==> config.mk <==
export PLATFORM = sky130hd
export DESIGN_NAME = param_counter
export DESIGN_NICKNAME = d
export VERILOG_FILES = /design/src/rtl/param_counter.sv
export SDC_FILE = /design/constraint.sdc
export NUM_CORES = 1
export LEC_CHECK = 0
export CAP_MARGIN = 20
export CORE_AREA = 2 2 39 41
export CTS_CLUSTER_DIAMETER = 200
export CTS_CLUSTER_SIZE = 30
export DETAILED_ROUTE_END_ITERATION = 12
export DIE_AREA = 0 0 41 43
export GPL_ROUTABILITY_DRIVEN = 0
export SLEW_MARGIN = 20
export SYNTH_ARGS = -nofsm -noshare
export SYNTH_HDL_FRONTEND = slang
export SYNTH_SLANG_ARGS = --single-unit
export TNS_END_PERCENT = 10
==> constraint.sdc <==
create_clock -name clk -period 1.82 [get_ports clk]
set_clock_uncertainty 0.2 [all_clocks]
set_input_delay 0.364 -clock clk [delete_from_list [all_inputs] [get_ports clk]]
set_output_delay 0.364 -clock clk [all_outputs]
set_load 0.02 [all_outputs]
==> src/rtl/param_counter.sv <==
// Parameterised up/down modulo counter with load, wrap pulse and sticky overflow.
// Define PARAM_COUNTER_SAT_EN to honour the sat input; otherwise the counter always wraps.
module param_counter #(
    parameter int WIDTH     = 4,
    parameter int MODULUS   = 16,
    parameter int RESET_VAL = 0
) (
    input  logic             clk,
    input  logic             reset,
    input  logic             en,
    input  logic             up,
    input  logic             load,
    input  logic [WIDTH-1:0] load_val,
    input  logic             sat,
    output logic [WIDTH-1:0] count,
    output logic             wrap,
    output logic             ovf,
    output logic             at_max,
    output logic             at_zero
);

    localparam logic [WIDTH-1:0] MAX_VAL = WIDTH'(MODULUS - 1);
    localparam logic [WIDTH-1:0] RST_VAL = WIDTH'(RESET_VAL);
    localparam logic [WIDTH-1:0] ONE     = WIDTH'(1);

    logic             sat_on;
    logic             load_ok;
    logic [WIDTH-1:0] load_clamped;

`ifdef PARAM_COUNTER_SAT_EN
    assign sat_on = sat;
`else
    logic unused_sat;
    assign unused_sat = sat;
    assign sat_on     = 1'b0;
`endif

    // Compare in 32 bits so MODULUS == 2**WIDTH never overflows the test.
    assign load_ok      = (32'(load_val) < 32'(MODULUS));
    assign load_clamped = load_ok ? load_val : MAX_VAL;

    assign at_max  = (count == MAX_VAL);
    assign at_zero = (count == '0);

    always_ff @(posedge clk) begin
        if (reset) begin
            count <= RST_VAL;
            wrap  <= 1'b0;
            ovf   <= 1'b0;
        end else if (load) begin
            count <= load_clamped;
            wrap  <= 1'b0;
            ovf   <= 1'b0;
        end else if (en) begin
            if (up) begin
                if (!at_max) begin
                    count <= count + ONE;
                    wrap  <= 1'b0;
                end else if (sat_on) begin
                    wrap  <= 1'b0;
                    ovf   <= 1'b1;
                end else begin
                    count <= '0;
                    wrap  <= 1'b1;
                    ovf   <= 1'b1;
                end
            end else begin
                if (!at_zero) begin
                    count <= count - ONE;
                    wrap  <= 1'b0;
                end else if (sat_on) begin
                    wrap  <= 1'b0;
                    ovf   <= 1'b1;
                end else begin
                    count <= MAX_VAL;
                    wrap  <= 1'b1;
                    ovf   <= 1'b1;
                end
            end
        end else begin
            wrap <= 1'b0;
        end
    end

endmodule

==> metrics.txt <==
worst min-delay path startpoint=ovf; residual antenna-violating net count after detailed routing=0; type of the worst min-delay path=reg2reg; final core utilization=0.503; capturing point of the worst reg2reg path=count[3]; Primary FF master, synth=sky130_fd_sc_hd__dfxtp_1; Avg WL per Cell=roughly 12 microns; fraction of final layout cells with drive strength greater than 1=0.346; total half-perimeter wirelength after legalization and detailed placement=between 800 and 900 microns; clock slew at the register clock pins of the worst setup and hold paths=0.05 ns; dpl cells=between 90 and 100; synthesized netlist net count=64; cells traversed along the worst timing path=ha_2 > and3_2 > clkbuf_2; Seq/Total Area, Yosys=0.270; Post-CTS Hold Buffers=0; adder and majority cell fraction of the synthesized area=0.0562; static leakage power=around 0.00033 uW; Overflow after GRT=0; placeable core region=about 1400 sq um; cell area after synthesis=between 400 and 500 sq um; Die Area=~1800 sq um; minimum setup slack among reg-to-reg paths=about 0.25 ns; share of cell area taken by muxes after synthesis=0.0478; total routing resource utilization after global routing=0.156; Non-Filler Instances=94; register bit total from synthesis=6; number of remaining DRC errors=0; Gates resized, CTS repair=11; number of library cell types mapped by synthesis=31; Via Count=roughly 470; area post-placement=roughly 680 sq um; die height=between 40 and 50 microns; xor/xnor share of the synthesized area=0.0590; cell type of the slowest stage on the worst timing path=sky130_fd_sc_hd__dfxtp_1; Final Cell Area=~700 sq um; largest net degree at the start of global routing=9; via/cell ratio=between 4 and 5; share of the cycle needed by the critical path after routing=0.979; number of enable flip-flop cells after synthesis=0; Compound-Gate Fraction of Synth Area=0.205; number of instances in the synthesized netlist=52; f_max=561 MHz; TritonCTS clock tree=built; Hold Fails Final Rpt=0; classification of the worst setup path=reg2out; Syn-to-layout area delta=56.2%; cell type contributing the most total cell area after synthesis=sky130_fd_sc_hd__dfxtp_1; sink count of the clock tree=6; sum of internal, switching and leakage power=435 uW; cell count of the worst hold path=2; clock period minus worst slack=roughly 1.8 ns; final-report setup violation count=0; beginning of the worst register-to-register path=count[1]; ratio of total power to cell area=approximately 630 nW/um^2; Horiz. Die Dim=just over 40 microns; total wire length after detailed routing=~1100 microns; number of fill cells in the layout=150; critical path data required time=between 1 and 1.5 ns; mean post-synth cell area=roughly 8.6 sq um; PortBufs=16; final layout net count=a little over 90; Iter 0 DRT Violations=12; synth top area cells=sky130_fd_sc_hd__dfxtp_1, sky130_fd_sc_hd__xnor2_1, sky130_fd_sc_hd__a21oi_1; basic-gate share of the synthesized area counting and, or, nand and nor cells=0.239; critical path launch point type=flop; max_cap viols=0; number of warnings reported in the yosys synthesis log=0; Worst Path Max Fanout=5; vias in the first global route=450; share of the synthesized area in the top cell type=0.270; Site Rows=14; worst hold margin=0.311 ns; worst-case hold path end point=ovf; top-level I/O count=18; post-synthesis async set-or-reset flop share=0; maximum clock path buffer count=2; most instantiated library cell after synthesis=sky130_fd_sc_hd__dfxtp_1; data arrival time of the critical path=between 1 and 1.5 ns; synth cell count leaders=sky130_fd_sc_hd__dfxtp_1, sky130_fd_sc_hd__a21oi_1, sky130_fd_sc_hd__inv_1; TritonCTS buffer count=3; first-pass detailed-route iteration total=4; CTS root buffer=sky130_fd_sc_hd__clkbuf_4; number of antenna diodes=0; kind of end point of the critical path=output port; dominant combinational cell family by area after synthesis=simple AND/OR/NAND/NOR gates; status=finished clean; slew at the pin closest to its max-slew limit=0.334 ns; number of antenna violations at the first check in global routing=0; final-report max-slew violation count=0; effective utilization at floorplan=0.322; maximum level of the CTS H-tree=1; unrepaired setup endpoints after global routing=yes; Max VDD drop=approximately 0.44 mV; logic depth of the worst register-to-register path=6; Slew HR=0.774; clock latency on the worst-skew pair=~0.25 ns; stage delay of the slowest cell on the critical path=between 0.3 and 0.4 ns; Setup Buffers After CTS=0; first-pass GRT wire length=approximately 1900 microns
## cell type report
class                      instances  area [sq um]  area share
multi-input combinational         37           278       0.399
timing repair buffer              28           239       0.344
sequential                         6           121       0.174
clock buffer                       3          22.5      0.0324
tap                               16          20.0      0.0288
inverter                           4          15.0      0.0216
## worst max-delay path by stage
| stage | end | start | slack (ns) |
|---|---|---|---|
| finish | at_max | count[1] | 0.04 |
| global route | at_zero | count[1] | -0.04 |
| CTS | at_max | count[0] | -0.1 |
| detailed placement | at_max | count[0] | -0.15 |
| global placement | at_max | count[0] | -0.13 |
| floorplan | at_zero | count[0] | 0.06 |
## worst max-delay path, delay by kind of cell, from the launching register on
family	cells	cell delay (ns)
adders and majority gates	1	0.25
buffers and inverters	1	0.16
DFF	1	0.39
and+or+nand+nor	1	0.18
## where the power goes
group	internal (uW)	leakage [uW]	switching, uW
combinational	86.9	0.000270	74.6
clock	74.6	0.0000138	48.6
sequential	141	0.0000497	9.34
## sequential cells by signal (all words and copies together) (netlist names)
signal and cells:
count 4, ovf 1, wrap 1
## metal layers
layer  track usage  part of all wire  vias up
li1              -                 -      239
met1         0.195              0.44      209
met2         0.231              0.49       18
met3        0.0942             0.071        0
met4        0.0200                 0        0
met5             0                 0        -
## stage by stage
stage	setup WS, ns	setup TNS (ns)
after global placement	-0.133	-0.403
after global routing	-0.0441	-0.0773
after detailed placement	-0.148	-0.490
final	0.0380	0
after floorplan	0.0602	0
after CTS	-0.0962	-0.0962
## cell families (layout without fill, tap and decap cells)
logic type / Yosys count / after routing
xor gates and xnor gates: 3 / 3
adders and majority gates: 2 / 2
AOI/OAI and AO/OA: 13 / 13
muxes: 2 / 2
DFF: 6 / 6
buffers and inverters: 9 / 35
and+or+nand+nor: 17 / 17
## cell usage in the layout, fill, tap and decap left out
master and n:
sky130_fd_sc_hd__dlygate4sd2_1 3, sky130_fd_sc_hd__inv_1 4, sky130_fd_sc_hd__nand2_1 3, sky130_fd_sc_hd__o311ai_0 1, sky130_fd_sc_hd__and3_2 1, sky130_fd_sc_hd__nand2_2 1
sky130_fd_sc_hd__o21ai_0 2, sky130_fd_sc_hd__o21a_1 1, sky130_fd_sc_hd__o22ai_2 1, sky130_fd_sc_hd__buf_4 12, sky130_fd_sc_hd__or4b_4 1, sky130_fd_sc_hd__ha_2 1
sky130_fd_sc_hd__nor2b_1 1, sky130_fd_sc_hd__a21oi_1 5, sky130_fd_sc_hd__nor3_1 1, sky130_fd_sc_hd__nor3b_2 1, sky130_fd_sc_hd__o41ai_1 1, sky130_fd_sc_hd__nor2_1 3
sky130_fd_sc_hd__nor3_2 1, sky130_fd_sc_hd__clkbuf_4 3, sky130_fd_sc_hd__mux2_2 1, sky130_fd_sc_hd__mux2i_1 1, sky130_fd_sc_hd__buf_2 1, sky130_fd_sc_hd__a21oi_2 1
sky130_fd_sc_hd__nor4_1 1, sky130_fd_sc_hd__nand4b_1 1, sky130_fd_sc_hd__clkdlybuf4s50_1 10, sky130_fd_sc_hd__o211a_1 1, sky130_fd_sc_hd__nand4_1 1, sky130_fd_sc_hd__dlymetal6s2s_1 1
sky130_fd_sc_hd__dfxtp_1 5, sky130_fd_sc_hd__clkbuf_2 1, sky130_fd_sc_hd__xnor2_1 3, sky130_fd_sc_hd__ha_1 1, sky130_fd_sc_hd__and3_1 1, sky130_fd_sc_hd__dfxtp_2 1
Power figures use the tool's default switching activity.
